`src/rtl/ts_pkg.sv`:
```
// Shared MPEG-2 TS definitions: lock-state encoding and stream constants,
// reused by the per-channel front end, the channel mux and the main control.
package ts_pkg;

  localparam int          TS_PKT_LEN      = 188;
  localparam logic [7:0]  TS_SYNC_BYTE    = 8'h47;
  localparam logic [12:0] TS_NULL_PID     = 13'h1FFF;
  localparam int          TS_LOCK_COUNT   = 3;
  localparam int          TS_UNLOCK_COUNT = 3;
  localparam logic [12:0] TS_CC_PID       = 13'h0100;

  typedef enum logic [1:0] {
    TS_HUNT   = 2'd0,
    TS_VERIFY = 2'd1,
    TS_LOCKED = 2'd2
  } ts_state_e;

endpackage

```
`src/rtl/ts_header_check.sv`:
```
// TS header checker: captures TEI and PID from bytes 1-2 and checks the
// continuity counter of one PID at byte 3, raising a one-byte hdr_err strobe.
module ts_header_check
  import ts_pkg::*;
#(
  parameter logic [12:0] CC_PID = TS_CC_PID
) (
  input  logic       clk,
  input  logic       rst,
  input  logic       byte_valid,
  input  logic [7:0] byte_pos,
  input  logic [7:0] ts_data,
  input  logic       check_en,
  input  logic       cc_clear,
  output logic       hdr_err
);

  logic       tei_q;
  logic [4:0] pid_hi_q;
  logic       pid_match_q;
  logic       cc_valid_q;
  logic [3:0] last_cc_q;

  logic       at_byte1;
  logic       at_byte2;
  logic       at_byte3;
  logic [3:0] cc;
  logic [3:0] cc_next;
  logic       cc_chk;
  logic       cc_err;

  assign at_byte1 = byte_valid && check_en && (byte_pos == 8'd1);
  assign at_byte2 = byte_valid && check_en && (byte_pos == 8'd2);
  assign at_byte3 = byte_valid && check_en && (byte_pos == 8'd3);
  assign cc       = ts_data[3:0];
  assign cc_next  = last_cc_q + 4'd1;
  // Only packets carrying payload (AFC 01/11) advance the continuity counter.
  assign cc_chk   = pid_match_q && ts_data[4];
  assign cc_err   = cc_chk && cc_valid_q && (cc != cc_next) && (cc != last_cc_q);
  assign hdr_err  = at_byte3 && (tei_q || cc_err);

  always_ff @(posedge clk or posedge rst) begin
    if (rst) begin
      tei_q       <= 1'b0;
      pid_hi_q    <= '0;
      pid_match_q <= 1'b0;
      cc_valid_q  <= 1'b0;
      last_cc_q   <= '0;
    end else begin
      if (at_byte1) begin
        tei_q    <= ts_data[7];
        pid_hi_q <= ts_data[4:0];
      end
      if (at_byte2) begin
        pid_match_q <= ({pid_hi_q, ts_data} == CC_PID);
      end
      if (cc_clear) begin
        cc_valid_q <= 1'b0;
      end else if (at_byte3 && cc_chk) begin
        cc_valid_q <= 1'b1;
        last_cc_q  <= cc;
      end
    end
  end

endmodule

```
`src/rtl/ts_packet_loss_counter.sv`:
```
// Per-channel TS front end: 188-byte sync acquisition FSM, byte position
// counter and saturating packet-loss/error counter.
module ts_packet_loss_counter
  import ts_pkg::*;
#(
  parameter int          PKT_LEN      = TS_PKT_LEN,
  parameter logic [7:0]  SYNC_BYTE    = TS_SYNC_BYTE,
  parameter int          LOCK_COUNT   = TS_LOCK_COUNT,
  parameter int          UNLOCK_COUNT = TS_UNLOCK_COUNT,
  parameter logic [12:0] CC_PID       = TS_CC_PID
) (
  input  logic       clk,
  input  logic       rst,
  input  logic [7:0] ts_data,
  input  logic       ts_valid,
  input  logic       clear_count,
  output logic       sync,
  output logic [7:0] err_count,
  output logic       pkt_start,
  output logic [1:0] lock_state
);

  localparam logic [7:0] LAST_POS = 8'(PKT_LEN - 1);
  localparam logic [3:0] LOCK_N   = 4'(LOCK_COUNT);
  localparam logic [3:0] UNLOCK_N = 4'(UNLOCK_COUNT);

  ts_state_e  state_q, state_d;
  logic [7:0] pos_q, pos_d;
  logic [3:0] good_q, good_d;
  logic [3:0] miss_q, miss_d;
  logic       hdr_en_q, hdr_en_d;
  logic       pkt_start_d;
  logic       miss_err;
  logic       cc_clear;
  logic       hdr_err;
  logic       is_sync;

  assign is_sync = (ts_data == SYNC_BYTE);

  // NOTE: every always_comb output gets a default first so no path leaves a
  // variable unassigned, which would otherwise infer a latch.
  always_comb begin
    state_d     = state_q;
    pos_d       = pos_q;
    good_d      = good_q;
    miss_d      = miss_q;
    hdr_en_d    = hdr_en_q;
    pkt_start_d = 1'b0;
    miss_err    = 1'b0;
    cc_clear    = 1'b0;
    if (ts_valid) begin
      pos_d = (pos_q == LAST_POS) ? 8'd0 : pos_q + 8'd1;
      unique case (state_q)
        TS_HUNT: begin
          pos_d = 8'd0;
          if (is_sync) begin
            state_d = TS_VERIFY;
            good_d  = 4'd1;
            pos_d   = 8'd1;
          end
        end
        TS_VERIFY: begin
          if (pos_q == 8'd0) begin
            if (!is_sync) begin
              state_d = TS_HUNT;
              pos_d   = 8'd0;
            end else if (good_q + 4'd1 == LOCK_N) begin
              state_d  = TS_LOCKED;
              miss_d   = 4'd0;
              cc_clear = 1'b1;
            end else begin
              good_d = good_q + 4'd1;
            end
          end
        end
        TS_LOCKED: begin
          if (pos_q == 8'd0) begin
            if (is_sync) begin
              miss_d      = 4'd0;
              pkt_start_d = 1'b1;
              hdr_en_d    = 1'b1;
            end else begin
              // A missing sync byte voids this packet's header checks.
              hdr_en_d = 1'b0;
              miss_err = 1'b1;
              miss_d   = miss_q + 4'd1;
              if (miss_q + 4'd1 == UNLOCK_N) begin
                state_d = TS_HUNT;
                pos_d   = 8'd0;
              end
            end
          end
        end
        default: begin
          state_d  = TS_HUNT;
          pos_d    = 8'd0;
          hdr_en_d = 1'b0;
        end
      endcase
    end
  end

  // NOTE: sequential state uses non-blocking assignments so every register
  // samples the pre-edge values regardless of statement order.
  always_ff @(posedge clk or posedge rst) begin
    if (rst) begin
      state_q   <= TS_HUNT;
      pos_q     <= '0;
      good_q    <= '0;
      miss_q    <= '0;
      hdr_en_q  <= 1'b0;
      sync      <= 1'b0;
      pkt_start <= 1'b0;
    end else begin
      state_q   <= state_d;
      pos_q     <= pos_d;
      good_q    <= good_d;
      miss_q    <= miss_d;
      hdr_en_q  <= hdr_en_d;
      sync      <= (state_d == TS_LOCKED);
      pkt_start <= pkt_start_d;
    end
  end

  // Clear wins over a coincident increment; the count never wraps.
  always_ff @(posedge clk or posedge rst) begin
    if (rst) begin
      err_count <= '0;
    end else if (clear_count) begin
      err_count <= '0;
    end else if ((miss_err || hdr_err) && (err_count != 8'hFF)) begin
      err_count <= err_count + 8'd1;
    end
  end

  assign lock_state = state_q;

  ts_header_check #(
    .CC_PID (CC_PID)
  ) u_header_check (
    .clk        (clk),
    .rst        (rst),
    .byte_valid (ts_valid),
    .byte_pos   (pos_q),
    .ts_data    (ts_data),
    .check_en   (hdr_en_q),
    .cc_clear   (cc_clear),
    .hdr_err    (hdr_err)
  );

endmodule

```
`config.mk`:
```
export PLATFORM = sky130hd
export DESIGN_NAME = ts_packet_loss_counter
export DESIGN_NICKNAME = d
export VERILOG_FILES = /design/src/rtl/ts_pkg.sv /design/src/rtl/ts_header_check.sv /design/src/rtl/ts_packet_loss_counter.sv
export SDC_FILE = /design/constraint.sdc
export NUM_CORES = 1
export LEC_CHECK = 0
export CORE_AREA = 2 2 74 104
export DETAILED_ROUTE_END_ITERATION = 8
export DIE_AREA = 0 0 76 106
export SLEW_MARGIN = 20
export SYNTH_ARGS = -nofsm -noshare
export SYNTH_HDL_FRONTEND = slang
export SYNTH_SLANG_ARGS = --single-unit
```
`constraint.sdc`:
```
create_clock -name clk -period 2.2 [get_ports clk]
set_input_delay 0.44 -clock clk [delete_from_list [all_inputs] [get_ports clk]]
set_output_delay 0.44 -clock clk [all_outputs]
set_load 0.01 [all_outputs]
```
After elaboration in Yosys (flattened, before gate mapping)

Cells that the tools add are included.

Bits in registers: 41
Word-level logic and storage cells: 111
Input bits: 12

Equality and inequality tests: 20
Reduce and logical (&&, ||, !) cells: 24
Bitwise operators: 2
Mux-type cells: 47
Add/subtract/negate cells: 5

Operators with widths:

| cell                                                                   | number |
|---|---|
| 8-bit two-way mux                                                      | 8 |
| 4-bit two-way mux                                                      | 9 |
| 8-bit one-hot mux with 3 select lines                                  | 1 |
| 1-bit two-way mux                                                      | 17 |
| 8-bit by 1-bit adder with 8-bit output, second input constant          | 2 |
| 8-bit by 2-bit equality test with 1-bit output, second input constant  | 2 |
| 2-bit two-way mux                                                      | 8 |
| 4-bit one-hot mux with 2 select lines                                  | 2 |
| 13-bit by 9-bit equality test with 1-bit output, second input constant | 1 |
| 4-bit by 1-bit adder with 4-bit output, second input constant          | 3 |
| 2-bit inequality test, second input constant                           | 6 |
| 6-bit AND reduction                                                    | 2 |
| 1-bit logical AND                                                      | 11 |
| 4-bit by 2-bit equality test with 1-bit output, second input constant  | 2 |
| 8-bit by 1-bit equality test with 1-bit output, second input constant  | 1 |
| 8-bit by 7-bit equality test with 1-bit output, second input constant  | 1 |
| 8-bit equality test, second input constant                             | 1 |
| 8-bit zero test                                                        | 1 |
| 4-bit inequality test                                                  | 2 |
| 8-bit inequality test, second input constant                           | 1 |
| 2-bit nonzero test                                                     | 4 |
| 2-bit one-hot mux with 3 select lines                                  | 1 |
| 2-bit equality test, second input constant                             | 2 |
| 3-bit AND reduction                                                    | 1 |
| 7 further kinds                                                        | 9 |

Longest topological paths before layout

Word-level depth: 10
Depth in mapped cells: 8
Gate-level depth less buffers: 7

Modules after synthesis

Synthesis repeated with hierarchy kept, for this count alone.

Cell total of the unflattened synthesis: 250
Area total of the unflattened synthesis: 2419.8 um^2

Modules (own cells, without submodules):

| module                 | times used | area each (um^2) | cells an instance |
|---|---|---|---|
| ts_packet_loss_counter | 1          | 1741.7           | 197 |
| ts_header_check        | 1          | 678.2            | 53 |

Least setup slack after synthesis

OpenSTA, ideal clock, no wires.

Path type: input to register
From: in ts_data[3]
To: reg pos_q[2]
Buffers on the path: 1
Stages: 7
Data arrival time: 2045 ps
Path slack: 86 ps
Cells stage by stage: or4_4 -> nor2_1 -> buf_4 -> o311a_1 -> nand2_2 -> or3_2 -> nand3_1

Longest elaborated chain between the ends: 4
Elaborated cells on any way between the ends: 6

Ends and longest elaborated chain:

| what                                               | RTL line                                                   | source |
|---|---|---|
| from (decl)                                        | ts_packet_loss_counter.sv:14                               | `input logic [7:0] ts_data,` |
| 8-bit by 7-bit equality test with 1-bit output (*) | ts_packet_loss_counter.sv:38                               | `assign is_sync = (ts_data == SYNC_BYTE);` |
| 8-bit two-way mux, on equally long branches        | ts_packet_loss_counter.sv:78, ts_packet_loss_counter.sv:64 |  |
| 8-bit two-way mux, on equally long branches        | ts_packet_loss_counter.sv:77, ts_packet_loss_counter.sv:63 |  |
| 8-bit one-hot mux with 3 select lines (*)          | ts_packet_loss_counter.sv:53                               | `unique case (state_q)` |
| to (signal assigned)                               | ts_packet_loss_counter.sv:116                              | `pos_q <= pos_d;` |
| to (decl)                                          | ts_packet_loss_counter.sv:28                               | `logic [7:0] pos_q, pos_d;` |

Every way passes the cells marked *; elsewhere a longest branch is shown, timed or not.
A chain may end at the register's enable or synchronous reset.

Worst setup path after layout

From: reg pos_q[2]
To: reg pos_q[0]

Longest elaborated chain between the ends: 6
Elaborated cells on any way between the ends: 9

Ends and longest elaborated chain:

| what                                      | RTL line                     | source |
|---|---|---|
| 8-bit equality test                       | ts_packet_loss_counter.sv:52 | `pos_d = (pos_q == LAST_POS) ? 8'd0 : pos_q + 8'd1;` |
| 8-bit two-way mux                         | ts_packet_loss_counter.sv:52 |  |
| 8-bit two-way mux                         | ts_packet_loss_counter.sv:87 | `if (miss_q + 4'd1 == UNLOCK_N) begin` |
| 8-bit two-way mux                         | ts_packet_loss_counter.sv:78 | `if (is_sync) begin` |
| 8-bit two-way mux                         | ts_packet_loss_counter.sv:77 | `if (pos_q == 8'd0) begin` |
| 8-bit one-hot mux with 3 select lines (*) | ts_packet_loss_counter.sv:53 |  |

Marks and branches as above.

==> results.cfg <==
[sta]
final.period_utilization = 0.967
grt_setup_unrepaired = true
fmaxAchievable_mhz = 470
tns_ns = 0
setup_violations = 0
final_max_slew_viol_count = 0
period_needed_ns = 2.13
slew_headroom = 0.646
finalHoldWorstSlack_ns = 0.425
hold_viol_final = 0
worstMarginPinSlew_ns = 0.531
fin_skew_ns = 0.00509

[synth]
ys_seq_area_frac = 0.419
ys_ff_latch = 41
syn-num-nets = 274
ys_types = 56
syn_inst = 252
synth_async_sr_flop_share = 1.00
ys.flop_type = dfrtp_1
yosys_warnings = 0
synth_edf_count = 0
synth_area_mm2 = 0.00245
post_synth.cell_area_avg_um2 = 9.72

[worst_hold_path]
hold_depth = 2
holdPathEnd = u_header_check.tei_q
hold_start = ts_data[7]
min_path_type = primary input to flip-flop

[global_routing]
grt_max_degree = 42
antenna_found_initial = 0
grt_pass1_vias = 2152
gr-total-overflow = 0
grt_pass1_wl_mm = 9.94
grtUsageTotal = 0.149

[setup_path]
start_kind = flip-flop
critical_path_peak_fanout = 5
crit_buf_inv = 2
critPathCaptureType = flip-flop
max_stage_delay_ns = 0.58
criticalPathCategory = flip-flop to flip-flop
reg2reg_slack_ns = 0.07
rr_worst_depth = 8
cp_cell_sequence = nor4_4, buf_4, nand4_4, or4b_4, nand2_4, buf_6, o221ai_2, o21a_1
r2r-end = pos_q[0]
cp.arrival_ns = 2.31
slowest_stage = or4b_4
reg2reg_from = pos_q[2]
cp.required_ns = 2.38
path_delay_family = simple AND/OR/NAND/NOR gates

[drt]
wire_per_inst_um = 13.3
vias = 2131
wl_met3_um = 129
wl_met2_mm = 3.05
drt_pre_antenna_iters = 4
viasPerCell = 5.06
maxUsedRoutingLayer = met4
wl_met1_mm = 2.33
drt_iter0_markers = 135
drc = 0
ant_nets = 0
routed_wirelength_mm = 5.59

[clock_tree]
clock_sinks = 41
htree_levels = 2
clockBufferDepth = 2
root_buffer = clkbuf_8
cts_tree = yes
clkTransAtPathRegs_ns = 0.08
clk_latency_ns = 0.29
cts_inserted_buffers = 5

[die]
start_util = 0.341
ios = 24
die_x_um = 76
coreArea_mm2 = 0.00718
rows = 37
die_area_mm2 = 0.00806
die_y_um = 106

[finish]
fin_nets = 345
drive_gt1_frac = 0.309
utilization = 0.471
area_growth_pct = 37.9
final_cell_mix = buf_4, dfrtp_1, nand2_1
insertedDiodeCount = 0
fin_area_mm2 = 0.00338
final_common_cell = buf_4

[flow_run]
maxCapViolCount = 0

[placement]
placed_cell_area_mm2 = 0.00307
dp_hpwl_mm = 4.03
place.gp.congestion = 0.810
port_buffers = 23

[power_and_ir_drop]
power.leakage_uw = 0.00158
design_power_total_uw = 2000
irDropWorstVdd_uv = 552
power_density_mw_per_mm2 = 593

[outcome]
run_status = completed
[area by class of cell]
class / count / area (um2)
Sequential cell: 41 / 1030
Clock inverter: 1 / 30.0
Tap cell: 97 / 121
Timing Repair Buffer: 71 / 619
Fill cell: 692 / 3800
Clock buffer: 7 / 86.3
Multi-Input combinational cell: 188 / 1440
Inverter: 16 / 60.1
[cell usage after synthesis (3+ instances only)]
cell type,instances,area [um2]
nand3_1,14,70.1
nand4_1,6,37.5
o21ai_0,13,65.1
and2b_2,3,26.3
nand2_1,24,90.1
a31oi_1,3,18.8
ha_1,10,125
o21a_1,3,22.5
mux2i_1,6,60.1
xor2_1,7,61.3
or4_1,5,37.5
inv_1,16,60.1
a21oi_1,5,25.0
mux2_2,11,124
dfrtp_1,41,1030
nor2_1,15,56.3
nand3b_1,4,30.0
clkbuf_1,4,15.0
nor3_1,4,20.0
o22ai_1,6,37.5
nor2b_1,6,37.5
[sequential cells by signal, summed over array words and instances, names as in the netlist, 2 cells and up]
register,flops
u_header_check.pid_hi_q,5
miss_q,4
pos_q,8
u_header_check.last_cc_q,4
good_q,4
err_count,8
lock_state,2
[worst max path at each step]
stage / start / end / cells past startpoint / slack, ns
finish: pos_q[2] / pos_q[0] / 8 / 0.07
global route: pos_q[2] / err_count[5] / 7 / -0.05
detailed placement: ts_data[3] / good_q[3] / 10 / -0.44
floorplan: ts_data[3] / pos_q[2] / 7 / 0.09
CTS: ts_data[4] / good_q[3] / 10 / 0.003
global placement: ts_valid / err_count[5] / 9 / -0.36
[metrics by stage]
stage	instances	worst slack, ns
after floorplan	252	0.0861
after global placement	407	-0.358
after detailed placement	407	-0.438
after CTS	420	0.00338
after global routing	421	-0.0476
final	421	0.0724
[repair_timing]
action,4_1_cts,5_1_grt
cloned,1,0
pin swaps,11,19
resized for setup,17,26
hold buffers,0,0
buffers inserted,4,1
endpoints found under the setup margin,10,23
[logic make-up (layout without fill, tap and decap cells)]
kind of cell,after synthesis,count (layout),synth area share
AND/OR/NAND/NOR,105,105,0.250
AO/OA/AOI/OAI,47,47,0.129
flip-flops,41,41,0.419
buffers and inverters,23,95,0.0439
multiplexers,17,17,0.0751
adder cells (fa/ha/maj),10,10,0.0511
XOR/XNOR,9,9,0.0322
[where the power goes]
part / leakage, uW / internal [uW] / total (uW) / switching (uW)
registers: 0.000506 / 814 / 883 / 69.6
clock network: 0.0000585 / 370 / 638 / 268
logic: 0.00102 / 232 / 483 / 251
[per-layer routing]
layer,track usage,vias to the layer above
li1,-,1059
met1,0.173,1032
met2,0.277,35
met3,0.0221,5
met4,0.0506,0
met5,0,-
Note: power is estimated with default switching activity, not from simulation.
